[src/rtl/npu_bus_rx.sv]
// Host-bus receiver/transmitter for the NPU: decodes the we-qualified word stream into
// config, weight and input writes, launches the core, and returns results under oe.
// Optional feature macro: NPU_RX_ERR_EN (sticky protocol error reporting).
module npu_bus_rx #(
    parameter int FIFO_AW = 5,
    parameter int WGT_AW  = 12
) (
    input  logic               clk,
    input  logic               rst,
    input  logic               we,
    input  logic               oe,
    input  logic [31:0]        data_i,
    output logic [31:0]        data_o,
    output logic               data_t,
    output logic               ready,
    output logic [1:0]         num_layers,
    output logic [4:0]         num_in,
    output logic [4:0]         num_h1,
    output logic [4:0]         num_h2,
    output logic [4:0]         num_out,
    output logic               act,
    output logic               wgt_we,
    output logic [WGT_AW-1:0]  wgt_addr,
    output logic [31:0]        wgt_data,
    output logic               in_we,
    output logic [FIFO_AW-1:0] in_addr,
    output logic [31:0]        in_data,
    output logic               start,
    input  logic               done,
    output logic [FIFO_AW-1:0] res_addr,
    input  logic [31:0]        res_data,
    output logic               err
);

    typedef enum logic [2:0] {IDLE, HDR, WGT, INP, BUSY, OUT} state_t;

    state_t               state, state_n;
    logic [2:0]           hdr_cnt;
    logic [WGT_AW-1:0]    cnt;
    logic [WGT_AW-1:0]    w_last;
    logic [WGT_AW-1:0]    w_calc;
    logic [FIFO_AW-1:0]   rd_idx;
    logic                 err_q;

    // Weights for one layer pair: (src neurons + bias) * dst neurons, counts stored minus-one.
    function automatic logic [WGT_AW-1:0] pair_w(input logic [4:0] a, input logic [4:0] b);
        return (WGT_AW'(a) + WGT_AW'(2)) * (WGT_AW'(b) + WGT_AW'(1));
    endfunction

`ifdef NPU_RX_ERR_EN
    localparam bit ERR_EN = 1'b1;
    logic abort;
    assign abort = ((state == HDR || state == WGT || state == INP) && !we)
                 || (state == HDR && we && hdr_cnt == 3'd0 && data_i[1:0] == 2'd3)
                 || (state == BUSY && we);
    always_ff @(posedge clk) begin
        if (rst)        err_q <= 1'b0;
        else if (abort) err_q <= 1'b1;
    end
`else
    localparam bit ERR_EN = 1'b0;
    assign err_q = 1'b0;
`endif

    assign err      = err_q;
    assign ready    = (state == IDLE) || (state == OUT);
    assign res_addr = rd_idx;
    assign data_o   = (state == OUT) ? res_data : 32'd0;
    assign data_t   = (state == OUT) && oe && !we;

    always_comb begin
        unique case (num_layers)
            2'd0:    w_calc = pair_w(num_in, num_out);
            2'd1:    w_calc = pair_w(num_in, num_h1) + pair_w(num_h1, num_out);
            default: w_calc = pair_w(num_in, num_h1) + pair_w(num_h1, num_h2) + pair_w(num_h2, num_out);
        endcase
    end

    always_ff @(posedge clk) begin
        if (rst) state <= IDLE;
        else     state <= state_n;
    end

    always_comb begin
        state_n = state;
        case (state)
            IDLE: if (we && !err_q) state_n = HDR;
            HDR: begin
                if (!we)                                                  state_n = IDLE;
                else if (ERR_EN && hdr_cnt == 3'd0 && data_i[1:0] == 2'd3) state_n = IDLE;
                else if (hdr_cnt == 3'd5)                                 state_n = WGT;
            end
            WGT: begin
                if (!we)                 state_n = IDLE;
                else if (cnt == w_last)  state_n = INP;
            end
            INP: begin
                if (!we)                           state_n = IDLE;
                else if (cnt == WGT_AW'(num_in))   state_n = BUSY;
            end
            BUSY: begin
                if (ERR_EN && we) state_n = IDLE;
                else if (done)    state_n = OUT;
            end
            OUT: begin
                // A write here is the preamble of the next stream; pending results are dropped.
                if (we)                                         state_n = err_q ? IDLE : HDR;
                else if (oe && rd_idx == FIFO_AW'(num_out))     state_n = IDLE;
            end
            default: state_n = IDLE;
        endcase
    end

    always_ff @(posedge clk) begin
        if (rst) begin
            hdr_cnt    <= '0;
            cnt        <= '0;
            w_last     <= '0;
            rd_idx     <= '0;
            num_layers <= '0;
            num_in     <= '0;
            num_h1     <= '0;
            num_h2     <= '0;
            num_out    <= '0;
            act        <= 1'b0;
            wgt_we     <= 1'b0;
            wgt_addr   <= '0;
            wgt_data   <= '0;
            in_we      <= 1'b0;
            in_addr    <= '0;
            in_data    <= '0;
            start      <= 1'b0;
        end else begin
            wgt_we  <= 1'b0;
            in_we   <= 1'b0;
            start   <= 1'b0;
            hdr_cnt <= (state == HDR) ? hdr_cnt + 3'd1 : 3'd0;
            cnt     <= (state_n != state || !(state == WGT || state == INP)) ? '0 : cnt + WGT_AW'(1);
            if (state == OUT) begin
                if (oe && !we) rd_idx <= rd_idx + FIFO_AW'(1);
            end else begin
                rd_idx <= '0;
            end

            if (state == HDR && we) begin
                case (hdr_cnt)
                    3'd0: num_layers <= (!ERR_EN && data_i[1:0] == 2'd3) ? 2'd2 : data_i[1:0];
                    3'd1: num_in     <= data_i[4:0];
                    3'd2: num_h1     <= data_i[4:0];
                    3'd3: num_h2     <= data_i[4:0];
                    3'd4: num_out    <= data_i[4:0];
                    3'd5: begin
                        act    <= data_i[0];
                        w_last <= w_calc - WGT_AW'(1);
                    end
                    default: ;
                endcase
            end

            if (state == WGT && we) begin
                wgt_we   <= 1'b1;
                wgt_addr <= cnt;
                wgt_data <= data_i;
            end

            if (state == INP && we) begin
                in_we   <= 1'b1;
                in_addr <= cnt[FIFO_AW-1:0];
                in_data <= data_i;
                start   <= (cnt == WGT_AW'(num_in));
            end
        end
    end

endmodule

[config.mk]
export PLATFORM = sky130hd
export DESIGN_NAME = npu_bus_rx
export DESIGN_NICKNAME = d
export VERILOG_FILES = /design/src/rtl/npu_bus_rx.sv
export SDC_FILE = /design/constraint.sdc
export NUM_CORES = 1
export LEC_CHECK = 0
export ABC_AREA = 1
export ABC_CLOCK_PERIOD_IN_PS = 10600
export CAP_MARGIN = 30
export CORE_MARGIN = 1.5
export CORE_UTILIZATION = 40
export CTS_CLUSTER_DIAMETER = 40
export CTS_CLUSTER_SIZE = 25
export DETAILED_ROUTE_END_ITERATION = 8
export PLACE_DENSITY = 0.73
export SYNTH_ARGS = -nofsm -noshare
export SYNTH_HDL_FRONTEND = slang
export SYNTH_SLANG_ARGS = --single-unit
[constraint.sdc]
create_clock -name clk -period 10.6 [get_ports clk]
set_clock_uncertainty 0.15 [all_clocks]
set_input_delay 2.65 -clock clk [delete_from_list [all_inputs] [get_ports clk]]
set_output_delay 2.65 -clock clk [all_outputs]
set_load 0.01 [all_outputs]
Word-level counts from Yosys, hierarchy flattened. Cells that the tools add are included.

Flip-flop bits (word level): 142. Input bits: 69. Output and inout port bits: 147. Logic and storage cells: 96.

Add/subtract/negate cells: 13. Multipliers: 5. Equal/unequal tests: 16. Multiplexer cells: 16. Bitwise logic cells: 3. Reduce and logical (&&, ||, !) cells: 25.

Operators with widths (count): adder 12 bit (3); multiplier 6 x 6 -> 12 bit (3); 2-to-1 mux 32 bit (1); 2-to-1 mux 3 bit (10); multiplier 12 x 12 -> 12 bit (2); one-hot mux 12 bit (2 select lines) (1); adder 5 x 1 -> 6 bit, second input constant (3); adder 5 x 2 -> 6 bit, second input constant (3); one-hot mux 3 bit (6 select lines) (1); adder 12 x 1 -> 12 bit, second input constant (1); == test 12 bit (1); == test 12 x 5 -> 1 bit (1); == test 3 x 2 -> 1 bit, second input constant (4); == test 3 bit, second input constant (4); AND reduction 2 bit (6); subtractor 12 x 1 -> 12 bit, second input constant (1); OR reduction 2 bit (4); logical AND 1 bit (7); == test 3 x 1 -> 1 bit, second input constant (2); zero test 3 bit (2); adder 5 x 1 -> 5 bit, second input constant (1); == test 5 bit (1); adder 3 x 1 -> 3 bit, second input constant (1); logical OR 1 bit (3); other kinds (8) (12).

Logic depth before layout (Yosys ltp). Gate-level depths: netlist of the first run.

Depth in word-level cells: 8. Depth in mapped cells: 38. Gate-level depth less buffers: 38.

Least setup slack after synthesis of the first run. No wires, ideal clock.

Kind: reg-to-reg. Start: register num_h1[2]. End: register w_last[11]. Library setup time: 119 ps. Arrival: 7239 ps. Data required time: 10331 ps. Slack: 3092 ps. Cell stages (with the launch flop): 36. Buffers on the path: 0. Clock period less this slack: 7508 ps. Path through: dfxtp_1 ha_1 nand2_1 nor2_1 clkinv_1 nor2_1 inv_1 nor2_1 fa_1 fa_1 inv_1 fa_1 inv_1 ha_1 or2_2 nand2_1 xnor2_1 inv_1 fa_1 fa_1 fa_1 fa_1 inv_1 ha_1 nand2_1 inv_1 a21oi_1 nand3_1 nand2_1 nor2_1 nor2_4 nand3_1 nor2_1 nand2_1 nand2_1 a21oi_1.

Longest elaborated chain between the ends: 6. Elaborated cells between the ends (all ways): 10. Classes of those cells: 6 x add/sub; 3 x mul; 1 x mux.

Ends and longest elaborated chain: from (decl) (RTL line 18) `output logic [4:0] num_h1,`; from (signal assigned) (RTL line 149) `3'd2: num_h1 <= data_i[4:0];`; adder 5 x 1 -> 6 bit / adder 5 x 2 -> 6 bit (equally long branches) (RTL line 47) `return (WGT_AW'(a) + WGT_AW'(2)) * (WGT_AW'(b) + WGT_AW'(1));`; multiplier 6 x 6 -> 12 bit (RTL line 47); adder 12 bit (2 in a row) (RTL line 75) `default: w_calc = pair_w(num_in, num_h1) + pair_w(num_h1, num_h2) + pair_w(num_h2, num_out);`; one-hot mux 12 bit (2 select lines) * (RTL line 72) `unique case (num_layers)`; subtractor 12 x 1 -> 12 bit * (RTL line 154) `w_last <= w_calc - WGT_AW'(1);`; to (signal assigned) (RTL line 154); to (decl) (RTL line 40) `logic [WGT_AW-1:0] w_last;`.

Mark *: on every way between the ends. The rest lies on a longest branch, timed or not. A chain may end at the register's enable or synchronous reset.

Worst setup path after layout of the first run.
Start: register num_h1[1]. End: register w_last[11].

The elaborated chain is that of the path after synthesis.

==> summary.md, run 1 <==
| Metric | Value |
|---|---|
| Status | `finished, final reports clean` |
| Number of global-route vias before repair | `between 10000 and 15000` |
| HPWL after DPL | `between 30000 and 40000 um` |
| Post-Syn Instances | `between 1500 and 2000` |
| First-pass GRT wire length | `around 66000 um` |
| Syn. warnings | `0` |
| Die width | `about 190 um` |
| Power density over the cells | `76.5 mW/mm2` |
| CTS tree | `done` |
| Number of synthesized flops with an enable pin | `0` |
| CTS Sinks | `about 140` |
| Antenna viol nets, final | `0` |
| Num CTS Buffers | `17` |
| Async SR Flop Fraction | `0` |
| IO Pins | `roughly 220` |
| R2r worst-path depth | `36` |
| Hold buffer count at cts | `0` |
| Port buffer count | `between 200 and 250` |
| Wire per inst | `between 15 and 20 um` |
| Initial antenna violation count | `0` |
| Rows | `66` |
| Largest delay share family, worst path | `adder cells` |
| H-tree depth | `4` |
| Starting Density | `0.407` |
| Initial DRC count | `around 830` |
| Post-CTS sizing | `0` |
| Utilization after layout | `0.502` |
| Reg power frac | `0.428` |
| Crit path DAT | `between 8000 and 9000 ps` |
| Post-synthesis register bit count | `approximately 140` |
| CP Capture Type | `register` |
| Dominant synthesized flop cell | `dfxtp_1` |
| Clock-pin slew of the registers on the worst-case setup and hold paths | `80 ps` |
| Rel. slew slack | `0.462` |
| IR drop worst, VDD | `about 0.00010 V` |
| Fin. Hold Viols | `0` |
| Die Y | `around 190 um` |
| Non-Filler Instances | `~2500` |
| Pin count of the biggest net entering global routing | `between 60 and 70` |
| Drt first pass iters | `5` |
| Crit Path Max Fanout | `11` |
| Clk Latency, worst-skew pair | `around 430 ps` |
| Synth unique cells | `a little over 50` |
| DR vias/cell | `about 5` |
| Pint | `approximately 900 uW` |
| Net Sw Power | `between 300 and 400 uW` |
| Gpl congestion | `between 0.9 and 1` |
| Clk pwr share | `0.515` |
| Root buffer cell | `clkbuf_16` |
| Flop2flop setup slack | `a little over 2000 ps` |
| Comb power frac | `0.057` |
| Area grow syn2layout | `23.5%` |
| Routed wire length | `slightly above 40000 um` |
| CP dominant cell by count | `fa_1` |
| Core ar. | `between 0.03 and 0.04 mm2` |
| DP Area | `approximately 0.016 mm2` |
| CTS Buffer Depth | `2` |
| Setup TNS | `0 ps` |
| Synth top area cells | `dfxtp_1, fa_1, ha_1` |
| Critical Path Start Type | `register` |
| Post-CTS setup buffers | `0` |
| Final #Nets | `~2400` |
| Post-synth top area cell | `dfxtp_1` |
| Drt drc | `0` |
| RSZ-0062 raised after global routing | `no` |
| Post-synth top area share | `0.214` |
| Max Freq | `around 0.12 GHz` |
| Final worst path period need | `8590 ps` |
| Seq/Total Area, Yosys | `0.214` |
| Busiest grt layer | `met2` |
| CP required | `~11000 ps` |
| Layout cells sized above 1 | `0.0505` |
| Met2 Use GR | `0.405` |
| Final slew viol count | `0` |
| Period Utilization, post-route | `0.810` |
| Critical path depth in cells | `36` |
| Leakage | `~0.008 uW` |
| Vias | `~12000` |
| Met3 usage | `0.0633` |
| Critical path type | `register to register` |
| CP max stage cell | `dfxtp_1` |
| Cell Area, Synth | `between 0.01 and 0.015 mm2` |
| Antenna Cells | `0` |
| Hold path depth | `1` |
| CP max stage delay | `620 ps` |
| Final setup vio count | `0` |
| All-Layer GR Usage | `0.247` |
| Mean post-synth cell area | `7.12 um2` |
| Switch share | `0.285` |
| Post-Place Cells | `2470` |
| Global route overflow | `0` |
| Met1 usage | `0.321` |
| Worst slew pin tran | `806 ps` |
| Buf+Inv Stages, Crit Path | `7` |
| Post-route cell area | `approximately 0.016 mm2` |
| Max cap viols | `0` |
| Die area | `around 0.034 mm2` |
| Hold WC Path Type | `register to register` |
worst paths after layout:
path	start	endpoint
max	num_h1[1]	w_last[11]
min	hdr_cnt[0]	hdr_cnt[0]
max reg2reg	num_h1[1]	w_last[11]
min reg2reg	hdr_cnt[0]	hdr_cnt[0]
sequential cells by signal, summed over array words and instances, names as in the netlist:
signal      count
in_data        32
wgt_data       32
cnt            12
w_last         12
wgt_addr       12
in_addr         5
num_h1          5
num_h2          5
num_in          5
num_out         5
res_addr        5
hdr_cnt         3
state           3
num_layers      2
act             1
in_we           1
start           1
wgt_we          1
cell usage after synthesis, types with 3 or more instances:
cell / n
inv_1: 358
nor2_1: 331
nand2_1: 308
dfxtp_1: 142
ha_1: 118
fa_1: 117
o21ai_0: 117
nand3_1: 88
a21oi_1: 59
clkbuf_1: 35
xor2_1: 25
nor2_2: 18
nand4_1: 17
inv_2: 14
xnor2_1: 13
buf_2: 10
nor3_1: 8
o22ai_1: 6
buf_6: 5
nand2_2: 5
nand3b_1: 5
nor2_4: 5
a21o_1: 4
clkinv_1: 4
nand3_2: 4
nor4_1: 4
o21bai_1: 4
or2_2: 4
buf_1: 3
buf_4: 3
power groups by stage:
stage                     Sequential [uW]  Combinational (uW)  Clock (uW)
after CTS                             537                71.7         652
after detailed placement              549                71.3           0
final                                 537                72.0         645
after floorplan                       548                30.8           0
after global placement                549                70.6           0
after global routing                  537                78.4         677
metal layers:
metal	wire, um	share of wire
met5	0	0
met1	17000	0.42
met3	3830	0.094
met4	653	0.016
met2	19100	0.47
logic make-up (layout without fill, tap and decap cells):
| family | Yosys count | after routing | synth area share |
|---|---|---|---|
| compound gates | 203 | 203 | 0.0812 |
| xor+xnor | 40 | 40 | 0.0275 |
| fa+ha+maj | 235 | 235 | 0.288 |
| buf+inv | 433 | 629 | 0.127 |
| flops | 142 | 142 | 0.214 |
| mux | 1 | 1 | 0.000848 |
| other cells | 1 | 2 | 0.000283 |
| simple gates | 808 | 808 | 0.261 |
cell type report:
cell class / count / area, um2
Fill cell: 3145 / 16200
Tap cell: 442 / 553
Clock buffer: 17 / 425
Sequential cell: 142 / 2840
Timing Repair Buffer: 220 / 2190
Inverter: 377 / 1420
Clock inverter: 15 / 209
Multi-Input combinational cell: 1289 / 8750
through the flow:
| step | setup WS [ps] | hold slack, ps | power [uW] |
|---|---|---|---|
| after CTS | 2090 | 329 | 1260 |
| after detailed placement | 2100 | 311 | 621 |
| final | 2010 | 326 | 1250 |
| after global routing | 1500 | 341 | 1290 |
| after floorplan | 3090 | 283 | 578 |
| after global placement | 2340 | 301 | 620 |
cell usage in the layout (no fill, tap or decap), types with 8 or more instances in the layout:
cell,count
xor2_1,25
inv_2,15
a21oi_1,59
nor2_1,330
o21ai_0,117
nand2_1,308
clkdlybuf4s50_1,214
dfxtp_1,142
fa_1,117
ha_1,118
clkbuf_16,17
inv_1,357
nor3_1,8
xnor2_1,13
nor2_2,18
nand3_1,88
nand4_1,17
Note: power is estimated with default switching activity, not from simulation.
==> run 2: changes to the inputs <==
Settings changed: ABC_CLOCK_PERIOD_IN_PS 10600 to 8500.
Clock period 10.6 ns to 8.5 ns, I/O delays scaled along.
==> run 2 against run 1 <==
First-iteration DRC count down 8.9%. Hold slack gained 16 ps. Die area stayed put. Flip-flop and latch count did not move. Largest power group unchanged.
==> summary.md, run 2 (synthesized netlist as in run 1, its figures left out) <==
| Metric | Value |
|---|---|
| Status | `finished, final reports clean (unchanged)` |
| Die area | `0.0343 mm2 (unchanged)` |
| Utilization after layout | `0.506 (was 0.502)` |
| CP endpoint | `w_last[11] (unchanged)` |
| Initial DRC count | `755 (was 829)` |
| Post-route cell area | `0.0165 mm2 (was 0.0164 mm2)` |
| Drt first pass iters | `6 (was 5)` |
| DP Area | `0.0159 mm2 (was 0.0158 mm2)` |
| CP max stage cell | `fa_1 (was dfxtp_1)` |
| Initial antenna violation count | `0 (unchanged)` |
| First-pass GRT wire length | `65300 um (was 65600 um)` |
| Pin count of the biggest net entering global routing | `71 (was 66)` |
| Hold buffer count at cts | `0 (unchanged)` |
| Root buffer cell | `clkbuf_16 (unchanged)` |
| Comb power frac | `0.059 (was 0.057)` |
| Global route overflow | `0 (unchanged)` |
| All-Layer GR Usage | `0.245 (was 0.247)` |
| Critical Path Source | `num_h1[2] (was num_h1[1])` |
| Switch share | `0.284 (was 0.285)` |
| HPWL after DPL | `31600 um (was 31900 um)` |
| Pint | `1120 uW (was 896 uW)` |
| R2r worst-path depth | `36 (unchanged)` |
| Antenna Cells | `0 (unchanged)` |
| Post-CTS sizing | `0 (unchanged)` |
| IO Pins | `216 (unchanged)` |
| Clk pwr share | `0.512 (was 0.515)` |
| Clk Latency, worst-skew pair | `440 ps (was 430 ps)` |
| Most frequent cells in the layout | `inv_1, nor2_1, nand2_1 (unchanged)` |
| Starting Density | `0.407 (unchanged)` |
| Rows | `66 (unchanged)` |
| Fin. Hold Viols | `0 (unchanged)` |
| Wire per inst | `16.2 um (about the same)` |
| Worst slew pin tran | `737 ps (was 806 ps)` |
| Num CTS Buffers | `17 (unchanged)` |
| Power density over the cells | `94.6 mW/mm2 (was 76.5 mW/mm2)` |
| CP max stage delay | `550 ps (was 620 ps)` |
| Die Y | `185 um (unchanged)` |
| Max cap viols | `0 (unchanged)` |
| Antenna viol nets, final | `0 (unchanged)` |
| Final #Nets | `2366 (was 2351)` |
| Commonest non-fill, non-tap cell in the layout | `inv_1 (unchanged)` |
| Post-CTS setup buffers | `0 (unchanged)` |
| Net Sw Power | `444 uW (was 358 uW)` |
| Hold WC Path Type | `register to register (unchanged)` |
| CP Capture Type | `register (unchanged)` |
| CTS tree | `done (unchanged)` |
| Vias | `12597 (was 12452)` |
| Setup TNS | `0 ps (unchanged)` |
| Critical path type | `register to register (unchanged)` |
| Gpl congestion | `0.946 (was 0.930)` |
| CTS Buffer Depth | `2 (unchanged)` |
| IR drop worst, VDD | `0.000122 V (was 0.000102 V)` |
| Area grow syn2layout | `24.4% (was 23.5%)` |
| Crit path DAT | `7970 ps (was 8750 ps)` |
| H-tree depth | `4 (unchanged)` |
| Final setup vio count | `0 (unchanged)` |
| Port buffer count | `214 (unchanged)` |
| RSZ-0062 raised after global routing | `no (unchanged)` |
| Critical Path Start Type | `register (unchanged)` |
| Leakage | `0.00813 uW (was 0.00806 uW)` |
| Crit Path Max Fanout | `6 (was 11)` |
| DR vias/cell | `5.00 (was 4.98)` |
| WHS | `343 ps (was 326 ps)` |
| CP dominant cell by count | `fa_1 (unchanged)` |
| CP required | `8630 ps (was 10760 ps)` |
| Routed wire length | `40700 um (was 40600 um)` |
| Top Registers | `in_data (32), wgt_data (32) (unchanged)` |
| Final slew viol count | `0 (unchanged)` |
| Die width | `185 um (unchanged)` |
| Number of global-route vias before repair | `12544 (was 12534)` |
| Core ar. | `0.0326 mm2 (unchanged)` |
| Flop2flop setup slack | `660 ps (was 2010 ps)` |
| Layout cells sized above 1 | `0.0573 (was 0.0505)` |
| Clock-pin slew of the registers on the worst-case setup and hold paths | `80 ps (about the same)` |
| RR Startpoint | `num_h1[2] (was num_h1[1])` |
| Worst R2R End | `w_last[11] (unchanged)` |
| Final worst path period need | `7840 ps (was 8590 ps)` |
| Drt drc | `0 (unchanged)` |
| Max Freq | `0.128 GHz (was 0.116 GHz)` |
| Period Utilization, post-route | `0.922 (was 0.810)` |
| CTS Sinks | `142 (unchanged)` |
| Reg power frac | `0.429 (was 0.428)` |
| Rel. slew slack | `0.508 (was 0.462)` |
run 2: changes by cell type in the layout (fill, tap and decap cells not counted):
cell      delta
inv_8        -1
buf_4       +14
clkinv_4     +1
buf_12       +1
run 2: metal layers:
metal,track usage,routed length (um),up-vias
met5,0,0,-
met4,0.0699,970,0
met3,0.0623,3370,67
met2,0.406,19100,423
met1,0.314,17300,6012
li1,-,-,6095
run 2: how the worst min path moves through the flow:
stage	start	end	slack, ps	cells after the start
floorplan	hdr_cnt[0]	hdr_cnt[0]	280	1
global placement	hdr_cnt[0]	hdr_cnt[0]	300	1
detailed placement	hdr_cnt[0]	hdr_cnt[0]	330	1
CTS	hdr_cnt[0]	hdr_cnt[0]	350	1
global route	hdr_cnt[0]	hdr_cnt[0]	370	1
finish	hdr_cnt[0]	hdr_cnt[0]	340	1
run 2: power groups by stage:
stage / clock [uW] / sequential, uW / combinational [uW]
3_3_place_gp: 0 / 685 / 88.8
6_report: 800 / 669 / 92.4
3_5_place_dp: 0 / 685 / 89.9
5_1_grt: 832 / 669 / 99.5
2_1_floorplan: 0 / 683 / 38.4
4_1_cts: 806 / 669 / 90.5
run 2: area by class of cell:
class                           count  area [um2]
Tap cell                          442         553
Fill cell                        3153       16100
Clock inverter                     15         206
Timing Repair Buffer              235        2310
Clock buffer                       17         425
Inverter                          377        1420
Sequential cell                   142        2840
Multi-Input combinational cell   1289        8750
run 2: metrics by stage:
stage               power [uW]  worst slack [ps]  instances
finish                    1560               660       2517
detailed placement         775               713       2484
floorplan                  721               992       1864
CTS                       1570               702       2516
global placement           773               823       2484
global route              1600              48.9       2517
run 2: worst max-delay path, delay by kind of cell, from the launching register on:
family / cells / cell delay (ps)
adder cells (fa/ha/maj): 10 / 4340
buffers and inverters: 7 / 520
AND/OR/NAND/NOR: 17 / 2000
flip-flops: 1 / 470
AO/OA/AOI/OAI: 1 / 60
XOR/XNOR: 1 / 180
==> run 3: changes to the inputs <==
Settings changed: ABC_AREA 1 to not set.
==> run 3 against run 2 <==
Combinational power decreased by 6.7%. Critical path type unchanged. Critical path depth decreased by 11. Setup slack lost 86 ps. First-iteration DRC count decreased by 16%. Sequential power hardly changed. Wire length decreased by 8.2%. Clock power is 11% lower. Area after synthesis decreased by 2.8%.
==> summary.md, run 3 <==
| Metric | Value |
|---|---|
| Status | `finished, final reports clean (unchanged)` |
| Crit path DAT | `8090 ps (was 7970 ps)` |
| Post-synthesis register bit count | `142 (unchanged)` |
| Max Freq | `0.126 GHz (was 0.128 GHz)` |
| Routed wire length | `37400 um (was 40700 um)` |
| Global route overflow | `0 (unchanged)` |
| Clock-pin slew of the registers on the worst-case setup and hold paths | `60 ps (was 80 ps)` |
| Critical path type | `register to register (unchanged)` |
| Post-Place Cells | `2137 (was 2484)` |
| Number of synthesized flops with an enable pin | `0 (unchanged)` |
| IO Pins | `216 (unchanged)` |
| HPWL after DPL | `29700 um (was 31600 um)` |
| Async SR Flop Fraction | `0 (unchanged)` |
| Drt first pass iters | `5 (was 6)` |
| Post-Syn Instances | `1579 (was 1863)` |
| Vias | `11366 (was 12597)` |
| Final setup vio count | `0 (unchanged)` |
| Area of the multi-input gates | `0.00908 mm2 (was 0.00875 mm2)` |
| R2r worst-path depth | `25 (was 36)` |
| Rel. slew slack | `0.300 (was 0.508)` |
| Storage cell area | `0.00284 mm2 (unchanged)` |
| Layout cells sized above 1 | `0.0504 (was 0.0573)` |
| Cell Area, Synth | `0.0129 mm2 (was 0.0133 mm2)` |
| Antenna viol nets, final | `0 (unchanged)` |
| Starting Density | `0.408 (was 0.407)` |
| Rows | `65 (was 66)` |
| Hold buffer count at cts | `0 (unchanged)` |
| Commonest non-fill, non-tap cell in the layout | `nand2_1 (was inv_1)` |
| Post-route setup slack | `574 ps (was 660 ps)` |
| Dominant synthesized flop cell | `dfxtp_1 (unchanged)` |
| Flop2flop setup slack | `570 ps (was 660 ps)` |
| Final #Nets | `2058 (was 2366)` |
| IR drop worst, VDD | `0.000122 V (about the same)` |
| Mean post-synth cell area | `8.17 um2 (was 7.12 um2)` |
| Die area | `0.0333 mm2 (was 0.0343 mm2)` |
| Setup TNS | `0 ps (unchanged)` |
| DR vias/cell | `5.24 (was 5.00)` |
| CTS Sinks | `142 (unchanged)` |
| Hold path depth | `2 (was 1)` |
| Post-synth top area share | `0.220 (was 0.214)` |
| First-pass GRT wire length | `60500 um (was 65300 um)` |
| Hold EP | `wgt_data[13] (was hdr_cnt[0])` |
| Pin count of the biggest net entering global routing | `86 (was 71)` |
| Port buffer count | `214 (unchanged)` |
| Max cap viols | `0 (unchanged)` |
| CP required | `8670 ps (was 8630 ps)` |
| Synth unique cells | `76 (was 51)` |
| Most common cell in the synthesized netlist | `nand2_1 (was inv_1)` |
| Non-Filler Instances | `2170 (was 2517)` |
| RR Startpoint | `num_h1[2] (unchanged)` |
| Die width | `183 um (was 185 um)` |
| Final slew viol count | `0 (unchanged)` |
| Fill cell count | `2879 (was 3153)` |
| CP Capture Type | `register (unchanged)` |
| Reg power frac | `0.457 (was 0.429)` |
| WHS | `303 ps (was 343 ps)` |
| Syn. warnings | `0 (unchanged)` |
| Gpl congestion | `0.957 (was 0.946)` |
| Net Sw Power | `346 uW (was 444 uW)` |
| Core ar. | `0.0316 mm2 (was 0.0326 mm2)` |
| CTS tree | `done (unchanged)` |
| Initial antenna violation count | `2 (was 0)` |
| Top Registers | `in_data (32), wgt_data (32) (unchanged)` |
| Initial DRC count | `634 (was 755)` |
| Most frequent cells in the layout | `nand2_1, clkdlybuf4s50_1, inv_1 (was inv_1, nor2_1, nand2_1)` |
| Wire per inst | `17.2 um (was 16.2 um)` |
| Synth top area cells | `dfxtp_1, fa_1, ha_1 (unchanged)` |
| Setup WS pre-CTS | `484 ps (was 713 ps)` |
| Post-synth top area cell | `dfxtp_1 (unchanged)` |
| Area grow syn2layout | `23.8% (was 24.4%)` |
| Comb power frac | `0.059 (about the same)` |
| Leakage | `0.00675 uW (was 0.00813 uW)` |
| Switch share | `0.236 (was 0.284)` |
| Crit Path Max Fanout | `7 (was 6)` |
| Worst slew pin tran | `1050 ps (was 737 ps)` |
| HP Start | `wgt_data[13] (was hdr_cnt[0])` |
| Power density over the cells | `91.6 mW/mm2 (was 94.6 mW/mm2)` |
| Final worst path period need | `7930 ps (was 7840 ps)` |
| Synth cell count leaders | `nand2_1, inv_1, dfxtp_1 (was inv_1, nor2_1, nand2_1)` |
| Num CTS Buffers | `17 (unchanged)` |
| Worst R2R End | `w_last[11] (unchanged)` |
| Period Utilization, post-route | `0.933 (was 0.922)` |
| H-tree depth | `4 (unchanged)` |
| Root buffer cell | `clkbuf_16 (unchanged)` |
| Hold WC Path Type | `register to register (unchanged)` |
| Drt drc | `0 (unchanged)` |
| Fin. Hold Viols | `0 (unchanged)` |
| RSZ-0062 raised after global routing | `no (unchanged)` |
| Seq/Total Area, Yosys | `0.220 (was 0.214)` |
| All-Layer GR Usage | `0.229 (was 0.245)` |
| Clk Latency, worst-skew pair | `420 ps (was 440 ps)` |
| Critical Path Start Type | `register (unchanged)` |
| CTS Buffer Depth | `2 (unchanged)` |
| Die Y | `183 um (was 185 um)` |
| Number of global-route vias before repair | `11732 (was 12544)` |
| Pint | `1120 uW (about the same)` |
| Clk pwr share | `0.485 (was 0.512)` |
## run 3: cell count changes after synthesis, sizes merged, moves of 15 or more
cell    change
o21ai     -100
a21oi      +60
xor2       +17
nand2      -38
xnor2      +28
and3       +15
clkbuf     +42
nand3      -48
inv       -203
nand2b     +36
and2       +80
nor2b      +25
nor2      -258
## run 3: cell type report
cell class / count / area share
clock buffers: 18 / 0.0269
clock inverters: 14 / 0.00838
multi-input cells: 1181 / 0.568
diodes: 1 / 0.000157
repair buffers: 241 / 0.147
well taps: 402 / 0.0315
inverters: 171 / 0.0402
flip-flops and latches: 142 / 0.178
## run 3: layer usage
metal | vias up | wire length, um | GRT usage
li1 | 5420 | - | -
met1 | 5474 | 15000 | 0.270
met2 | 417 | 18900 | 0.417
met3 | 55 | 2540 | 0.0473
met4 | 0 | 952 | 0.0688
met5 | - | 0 | 0
## run 3: stage by stage
stage / util / power, uW / instance area (um2)
after floorplan: - / 722 / 12900
after global placement: 0.487 / 768 / 15400
after detailed placement: 0.487 / 769 / 15400
after CTS: 0.505 / 1470 / 16000
after global routing: 0.505 / 1510 / 16000
final: 0.505 / 1460 / 16000
## run 3: logic make-up (layout without fill, tap and decap cells)
family	Yosys count	in the layout	synth area share
and+or+nand+nor	636	636	0.234
buffers and inverters	257	444	0.0770
adders and majority gates	235	235	0.296
AOI/OAI and AO/OA	209	209	0.104
DFF	142	142	0.220
xor gates and xnor gates	85	85	0.0577
muxes	14	14	0.0111
other	1	3	0.000291
## run 3: power groups by stage
stage | combinational (uW) | clock [uW] | sequential [uW]
2_1_floorplan | 39.2 | 0 | 682
3_3_place_gp | 84.9 | 0 | 683
3_5_place_dp | 85.6 | 0 | 683
4_1_cts | 86.3 | 719 | 668
5_1_grt | 93.2 | 750 | 668
6_report | 86.2 | 709 | 668
## run 3: worst max path at each step
stage               startpoint         end  slack (ps)  depth (start not counted)
global route         num_h1[2]  w_last[11]          80                         25
finish               num_h1[2]  w_last[11]         570                         25
global placement     num_h1[2]  w_last[11]         640                         25
floorplan            num_h1[1]  w_last[11]         830                         25
detailed placement   num_h1[2]  w_last[11]         480                         25
CTS                  num_h1[2]  w_last[11]         470                         25
## run 3: timing repair
item,CTS,global route
setup endpoints to repair,0,1
buffers inserted,0,0
resized for setup,0,1
## run 3: worst max-delay path, cell delays in order, from the launching register on
cell and delay, ps:
dfxtp_1 470, ha_1 280, nand2_1 110, xnor2_2 260, nand2_1 120, fa_1 570, fa_1 430, fa_1 490
inv_1 40, ha_1 300, a21oi_1 220, xnor2_1 250, fa_1 480, inv_1 90, fa_1 430, fa_1 480
fa_1 550, inv_1 50, ha_1 340, or2_2 340, a31oi_1 270, mux2i_1 120, a211oi_2 370, nand4_4 150
o211a_1 220, o31a_1 260
